==> src/rtl/mul32_seq_ctrl.sv <==
// Multi-cycle unsigned 32x32->64 shift-add multiplier controller.
// Drives an external shared wrap-around adder, one add per cycle, with valid/ready on both sides.
module mul32_seq_ctrl #(
  parameter int XLEN = 32
) (
  input  logic                clk,
  input  logic                rst,
  input  logic                start,
  input  logic [XLEN-1:0]     op_a,
  input  logic [XLEN-1:0]     op_b,
  output logic                in_ready,
  input  logic                abort,
  output logic                busy,
  output logic [XLEN-1:0]     add_a,
  output logic [XLEN-1:0]     add_b,
  input  logic [XLEN-1:0]     add_s,
  output logic                out_valid,
  input  logic                out_ready,
  output logic [2*XLEN-1:0]   product
);

  generate
    if (XLEN != 32) begin : g_bad_xlen
      $error("mul32_seq_ctrl: only XLEN=32 is supported");
    end
  endgenerate

  typedef enum logic [1:0] {
    S_IDLE = 2'd0,
    S_BUSY = 2'd1,
    S_DONE = 2'd2
  } state_t;

  state_t          state, state_n;
  logic [XLEN-1:0] m;
  logic [XLEN-1:0] p_hi;
  logic [XLEN-1:0] p_lo;
  logic [5:0]      cnt;
  logic            carry;

  // The adder has no carry-out; a wrapped sum is smaller than either operand.
  assign carry   = (add_s < add_a);
  assign product = {p_hi, p_lo};

  // NOTE: sequential state uses non-blocking assignments so every register
  // samples pre-edge values, independent of statement order.
  always_ff @(posedge clk) begin
    if (rst) state <= S_IDLE;
    else     state <= state_n;
  end

  // NOTE: every output of this block is defaulted first, so no path through
  // the case statement can leave a value unassigned and infer a latch.
  always_comb begin
    state_n   = state;
    add_a     = '0;
    add_b     = '0;
    in_ready  = 1'b0;
    busy      = 1'b0;
    out_valid = 1'b0;
    case (state)
      S_IDLE: begin
        in_ready = 1'b1;
        if (start) state_n = S_BUSY;
      end
      S_BUSY: begin
        busy  = 1'b1;
        add_a = p_hi;
        add_b = p_lo[0] ? m : '0;
        if (abort)             state_n = S_IDLE;
        else if (cnt == 6'd31) state_n = S_DONE;
      end
      S_DONE: begin
        out_valid = 1'b1;
        if (abort || out_ready) state_n = S_IDLE;
      end
      default: state_n = S_IDLE;
    endcase
  end

  // Datapath; contents are don't-care after an abort, so BUSY updates unconditionally.
  always_ff @(posedge clk) begin
    if (rst) begin
      m    <= '0;
      p_hi <= '0;
      p_lo <= '0;
      cnt  <= '0;
    end else begin
      case (state)
        S_IDLE: begin
          if (start) begin
            m    <= op_a;
            p_lo <= op_b;
            p_hi <= '0;
            cnt  <= '0;
          end
        end
        S_BUSY: begin
          p_hi <= {carry, add_s[XLEN-1:1]};
          p_lo <= {add_s[0], p_lo[XLEN-1:1]};
          cnt  <= cnt + 6'd1;
        end
        default: ;
      endcase
    end
  end

endmodule

==> config.mk <==
export PLATFORM = sky130hd
export DESIGN_NAME = mul32_seq_ctrl
export DESIGN_NICKNAME = d
export VERILOG_FILES = /design/src/rtl/mul32_seq_ctrl.sv
export SDC_FILE = /design/constraint.sdc
export NUM_CORES = 1
export LEC_CHECK = 0
export ABC_AREA = 1
export CAP_MARGIN = 20
export CORE_AREA = 4 4 114 116
export CTS_BUF_LIST = sky130_fd_sc_hd__clkbuf_4
export DETAILED_ROUTE_END_ITERATION = 8
export DIE_AREA = 0 0 118 120
export PLACE_DENSITY_LB_ADDON = 0.25
export RECOVER_POWER = 100
export SETUP_SLACK_MARGIN = 0.5
export SYNTH_ARGS = -nofsm -noshare
export SYNTH_HDL_FRONTEND = slang
export SYNTH_SLANG_ARGS = --single-unit
==> constraint.sdc <==
create_clock -name clk -period 2.25 [get_ports clk]
set_input_delay 0.45 -clock clk [delete_from_list [all_inputs] [get_ports clk]]
set_output_delay 0.45 -clock clk [all_outputs]
set_load 0.01 [all_outputs]
==> results.sh, run 1 <==
export IMPL_status="finished, final reports clean"
export IMPL_grt_use_total=0.246
export IMPL_cts_root_buf="clkbuf_4"
export IMPL_routabilityCongestion=0.831
export IMPL_wire_per_inst_um=17.5
export IMPL_finalMaxSlewViolations=0
export IMPL_cp_required_ps=1800
export IMPL_netlist_instances=706
export IMPL_clkPwrFrac=0.217
export IMPL_postRouteAntennaNets=0
export IMPL_dieWidth_um=118
export IMPL_cp_end_kind="output pin"
export IMPL_cts_path_max_buffers=2
export IMPL_cts_hold_fix_buffers=0
export IMPL_cap_violations=0
export IMPL_clock_sinks=104
export IMPL_clk_pin_slew_ps=170
export IMPL_criticalPathCategory="reg2out"
export IMPL_synth_distinct_cells=23
export IMPL_fin_skew_ps=23.1
export IMPL_fin_cells=1140
export IMPL_synthToLayoutAreaGrowth_pct=81.0
export IMPL_hp_class="reg2reg"
export IMPL_rsz0062_at_grt="yes"
export IMPL_gr_total_overflow=0
export IMPL_synth_cell_area_um2=5050
export IMPL_ir_worst_vdd_mv=0.296
export IMPL_r2r_cells=15
export IMPL_max_slew_worst_pin_slew_ps=756
export IMPL_synth_top_cell_by_area="dfxtp_1"
export IMPL_maxSlewHeadroom=0.496
export IMPL_nets=1121
export IMPL_synth_top_area_frac=0.412
export IMPL_routed_wirelength_mm=19.9
export IMPL_worstPathMaxFanout=5
export IMPL_layout_drive_gt1_share=0.315
export IMPL_num_io_pins=232
export IMPL_drt_iter0_markers=381
export IMPL_start_util=0.424
export IMPL_p_sw_w=0.00154
export IMPL_vias_per_cell=5.24
export IMPL_vias=5971
export IMPL_core_um2=11900
export IMPL_rows=40
export IMPL_nFillCells=853
export IMPL_drt_pass1_iter_count=5
export IMPL_switching_share=0.328
export IMPL_leakage_nw=4.40
export IMPL_syn_num_nets=839
export IMPL_yosysSeqAreaShare=0.412
export IMPL_synth_seq_cells=104
export IMPL_cts_buffers=9
export IMPL_power_density_nw_per_um2=513
export IMPL_fin_crit_ps=2150
export IMPL_die_area_um2=14200
export IMPL_synth_area_top_cells="dfxtp_1, nand2_1, a21oi_1"
export IMPL_dp_hpwl_mm=10.9
export IMPL_fmax_ghz=0.464
export IMPL_die_h_um=120
export IMPL_comb_power_share=0.333
export IMPL_intPower_w=0.00315
export IMPL_dp_cells=1052
export IMPL_portBuffers=231
export IMPL_drc=0
export IMPL_avgSynthCellArea_um2=7.15
export IMPL_diodes=0
export IMPL_finalHoldViolCount=0
export IMPL_synth_warnings=0
export IMPL_clock_latency_ps=480
export IMPL_cts_htree_levels=3
export IMPL_grt_max_degree=67
export IMPL_grt_pass1_vias=5676
export IMPL_setup_viol=0
export IMPL_min_path_cells=1
export IMPL_crit_arrival_ps=1700
export IMPL_cp_start_kind="flip-flop"
export IMPL_seqPwrFrac=0.450
export IMPL_grt_pass1_wl_mm=28.5
export IMPL_cts_tree="built"
export IMPL_fin_tns_setup_ps=0
export IMPL_rrSetupSlack_ps=110
export IMPL_antenna_found_initial=0
export IMPL_period_share=0.958
==> worst max-delay path, stage by stage, from the launching register on <==
cell and delay [ps]:
dfxtp_1 410, inv_4 70, nand2_8 80, inv_8 50
buf_8 120, buf_12 130, buf_12 150, nand2_4 70
inv_2 40, buf_6 110
==> metrics by stage <==
step                hold slack, ps  setup WS (ps)  power, W   util  cell area (µm²)
floorplan                      431            351   0.00264      -             5130
global placement               447            161   0.00317  0.635             7560
detailed placement             448            101   0.00319  0.635             7560
CTS                            464            122   0.00444  0.714             8510
global route                   498          -34.7   0.00490  0.768             9140
finish                         473           95.4   0.00469  0.768             9140
==> flip-flops by register name (all words and copies together), names as in the netlist <==
| register | cells |
|---|---|
| state | 2 |
| p_hi | 32 |
| m | 32 |
| cnt | 6 |
| p_lo | 32 |
==> path summary, 6_finish.rpt <==
path         startpoint       end
min reg2reg      cnt[5]    cnt[5]
max            state[1]  add_a[2]
max reg2reg    state[1]  p_hi[31]
min              cnt[5]    cnt[5]
==> cells in the mapped netlist <==
master    instances
a211oi_1          3
a21oi_1          83
a221oi_2          3
buf_1             5
buf_2            19
buf_4             1
buf_6             1
clkbuf_1         20
dfxtp_1         104
ha_1             32
inv_1            78
inv_2             3
nand2_1         159
nand2_2           2
nand3_1           2
nand4_1           3
nor2_1          109
nor2_2            1
nor2_4            1
nor3_1            3
nor4_1            2
o21ai_0          40
o221ai_1         32
==> final cells by class <==
| type | count | area, µm² | area share |
|---|---|---|---|
| repair buffers | 317 | 3270 | 0.358 |
| multi-input cells | 475 | 3140 | 0.343 |
| flip-flops and latches | 104 | 2090 | 0.228 |
| inverters | 81 | 322 | 0.0352 |
| well taps | 147 | 184 | 0.0201 |
| clock inverters | 7 | 71.3 | 0.00780 |
| clock buffers | 9 | 67.6 | 0.00739 |
==> repair_timing <==
item                                    CTS  global route
gates cloned                             10             7
setup buffers                            42            13
endpoints found under the setup margin  139           125
pin swaps                                14            41
resized for setup                       509           141
==> power groups by stage <==
stage	Combinational, W	Clock (W)	Sequential (W)
final	0.00156	0.00102	0.00211
after floorplan	0.000479	0	0.00216
after CTS	0.00131	0.00102	0.00211
after global routing	0.00167	0.00110	0.00213
after global placement	0.00104	0	0.00213
after detailed placement	0.00106	0	0.00213
==> routing by layer <==
| metal | wire length (µm) | track usage | vias up |
|---|---|---|---|
| met2 | 10100 | 0.429 | 212 |
| met4 | 400 | 0.0762 | 0 |
| li1 | - | - | 2884 |
| met1 | 8180 | 0.300 | 2846 |
| met5 | 0 | 0 | - |
| met3 | 1300 | 0.0580 | 29 |
==> kinds of logic (layout without fill, tap and decap cells) <==
kind of cell / after synthesis / after routing / synth area share
and+or+nand+nor: 282 / 282 / 0.216
DFF: 104 / 104 / 0.412
AOI/OAI and AO/OA: 161 / 161 / 0.191
buffers and inverters: 127 / 414 / 0.101
adders and majority gates: 32 / 32 / 0.0793
==> cell usage in the layout, fill, tap and decap left out, types with 3 or more instances in the layout <==
master,netlist,routed
nand4_1,3,3
buf_2,19,36
a21oi_1,83,47
buf_4,1,35
o21ai_0,40,39
buf_12,0,16
ha_1,32,26
clkdlybuf4s50_1,0,100
o221ai_1,32,32
clkbuf_1,20,4
inv_4,0,4
inv_1,78,51
clkbuf_2,0,3
nand2_1,159,109
clkbuf_16,0,5
buf_6,1,39
nand2_4,0,39
clkbuf_4,0,10
nor2_2,1,17
a211oi_1,3,3
buf_16,0,9
nand2_2,2,7
a21oi_2,0,34
buf_8,0,5
dlygate4sd2_1,0,62
ha_4,0,6
nor2_1,109,92
nand2_8,0,6
inv_2,3,24
dfxtp_1,104,102
No activity file was read; power rests on OpenSTA's default activity.
==> run 2, diff against run 1 <==
GPL_ROUTABILITY_DRIVEN = 0   (was not set)
HOLD_SLACK_MARGIN = 0.03   (was not set)
==> results of run 2 <==
Same layout as run 1: the final DEF is identical, and so are final timing and power.
==> run 3, diff against run 2 <==
CORE_AREA = 4 4 135 98   (was 4 4 114 116)
DIE_AREA = 0 0 139 102   (was 0 0 118 120)
==> run 3 against run 2 <==
Against the previous run:
- critical path depth is 2 lower
- via count shrank 7.4%
- final cell count decreased by 1.9%
- register-to-register slack improved by 60 ps
- flip-flop and latch count stayed put
- non-clock buffer count shrank 37
- critical endpoint is now add_a[30]
- highest routed layer unchanged
==> results.sh, run 3 (synthesis gave the netlist of run 1 again) <==
export IMPL_clock_latency_ps=460
export IMPL_antenna_found_initial=0
export IMPL_cp_start_kind="flip-flop"
export IMPL_finalMaxSlewViolations=0
export IMPL_vias_per_cell=4.95
export IMPL_fin_cells=1118
export IMPL_cts_path_max_buffers=2
export IMPL_core_um2=12100
export IMPL_dp_hpwl_mm=11.2
export IMPL_power_density_nw_per_um2=526
export IMPL_worstPathMaxFanout=16
export IMPL_rows=34
export IMPL_cts_buffers=9
export IMPL_critical_path_top_delay_family="buffers and inverters"
export IMPL_intPower_w=0.00281
export IMPL_clkPwrFrac=0.217
export IMPL_num_io_pins=232
export IMPL_leakage_nw=3.55
export IMPL_layout_drive_gt1_share=0.129
export IMPL_switching_share=0.320
export IMPL_cts_htree_levels=3
export IMPL_grt_pass1_wl_mm=25.5
export IMPL_drc=0
export IMPL_synthToLayoutAreaGrowth_pct=55.5
export IMPL_vias=5530
export IMPL_portBuffers=231
export IMPL_hp_class="reg2reg"
export IMPL_fmax_ghz=0.476
export IMPL_start_util=0.418
export IMPL_seqPwrFrac=0.508
export IMPL_comb_power_share=0.276
export IMPL_criticalPathCategory="reg2out"
export IMPL_routed_wirelength_mm=16.7
export IMPL_period_share=0.934
export IMPL_cp_end_kind="output pin"
export IMPL_fin_skew_ps=21.6
export IMPL_dp_cells=1071
export IMPL_diodes=0
export IMPL_mostFrequentLayoutCells="nand2_1, nor2_1, dfxtp_1"
export IMPL_path_buf_inv=5
export IMPL_max_slew_worst_pin_slew_ps=647
export IMPL_ir_worst_vdd_mv=0.329
export IMPL_final_common_cell="nand2_1"
export IMPL_dieWidth_um=139
export IMPL_drt_iter0_markers=245
export IMPL_wire_per_inst_um=14.9
export IMPL_path_cells="inv_4 -> nand2_8 -> clkinv_8 -> buf_12 -> nand2_2 -> inv_1 -> dlygate4sd2_1"
export IMPL_cp_required_ps=1800
export IMPL_cap_violations=0
export IMPL_grt_max_degree=67
export IMPL_clock_sinks=104
export IMPL_rsz0062_at_grt="yes"
export IMPL_finalHoldViolCount=0
export IMPL_grt_pass1_vias=5209
export IMPL_status="finished, final reports clean"
export IMPL_cts_hold_fix_buffers=0
export IMPL_cts_tree="built"
export IMPL_postRouteAntennaNets=0
export IMPL_nets=1084
export IMPL_p_sw_w=0.00132
export IMPL_critical_path_max_stage_delay_ps=410
export IMPL_clk_pin_slew_ps=170
export IMPL_nFillCells=1128
export IMPL_fin_crit_ps=2100
export IMPL_cts_root_buf="clkbuf_4"
export IMPL_crit_arrival_ps=1650
export IMPL_gr_total_overflow=0
export IMPL_drt_pass1_iter_count=4
export IMPL_reg_top3="m (32), p_hi (32), p_lo (32)"
export IMPL_maxSlewHeadroom=0.569
export IMPL_grt_use_total=0.216
export IMPL_slowest_stage="dfxtp_1"
export IMPL_fin_tns_setup_ps=0
export IMPL_die_area_um2=14200
export IMPL_setup_viol=0
export IMPL_die_h_um=102
[run 3: power groups by stage]
stage,Clock (W),Combinational (W),Sequential [W]
6_report,0.000894,0.00114,0.00210
5_1_grt,0.000982,0.00125,0.00212
4_1_cts,0.000922,0.00109,0.00210
2_1_floorplan,0,0.000479,0.00216
3_5_place_dp,0,0.00108,0.00213
3_3_place_gp,0,0.00107,0.00213
[run 3: timing repair]
action                     4_1_cts  5_1_grt
pin swaps                        0       12
setup endpoints to repair      132       86
gates resized for setup        276      137
cloned                           2        4
setup buffers                   15       10
[run 3: cell type report]
| cell class | instances | area (µm²) | area share |
|---|---|---|---|
| timing repair buffer | 280 | 2570 | 0.328 |
| multi-input combinational | 475 | 2550 | 0.325 |
| sequential | 104 | 2080 | 0.265 |
| inverter | 81 | 319 | 0.0406 |
| tap | 162 | 203 | 0.0258 |
| clock buffer | 10 | 75.1 | 0.00956 |
| clock inverter | 6 | 43.8 | 0.00558 |
[run 3: worst reg2reg max path, cell delays in order, from the launching register on]
cell and delay, ps:
dfxtp_1 370, inv_4 90, nand2_8 70, clkinv_8 80
buf_12 130, buf_6 100, nand2_1 90, ha_1 310
nand2_1 60, inv_1 50, nand4_1 130, nor4_1 260
nand2_1 80, nand2_1 70, a21oi_1 50
[run 3: metal layers]
layer	up-vias	part of all wire	GRT usage	wire, µm
li1	2787	-	-	-
met1	2553	0.46	0.291	7660
met2	172	0.45	0.344	7560
met3	18	0.078	0.0674	1300
met4	0	0.012	0.0511	195
met5	-	0	0	0
[run 3: worst paths after layout]
path,slack (ps),cells past startpoint,start,end
setup / recovery,150,7,state[1],add_a[30]
hold / removal,470,2,p_lo[27],p_lo[27]
setup reg to reg,170,14,state[1],p_hi[31]
hold reg to reg,470,2,p_lo[27],p_lo[27]
[run 3: metrics by stage]
| step | total power [W] | instance area [µm²] | utilization | worst slack, ps | hold WS, ps |
|---|---|---|---|---|---|
| floorplan | 0.00264 | 5130 | - | 351 | 431 |
| global placement | 0.00320 | 7630 | 0.632 | 140 | 448 |
| detailed placement | 0.00321 | 7630 | 0.632 | 86.5 | 456 |
| CTS | 0.00411 | 7910 | 0.655 | 157 | 468 |
| global route | 0.00435 | 7850 | 0.650 | 60.0 | 485 |
| finish | 0.00413 | 7850 | 0.650 | 148 | 467 |
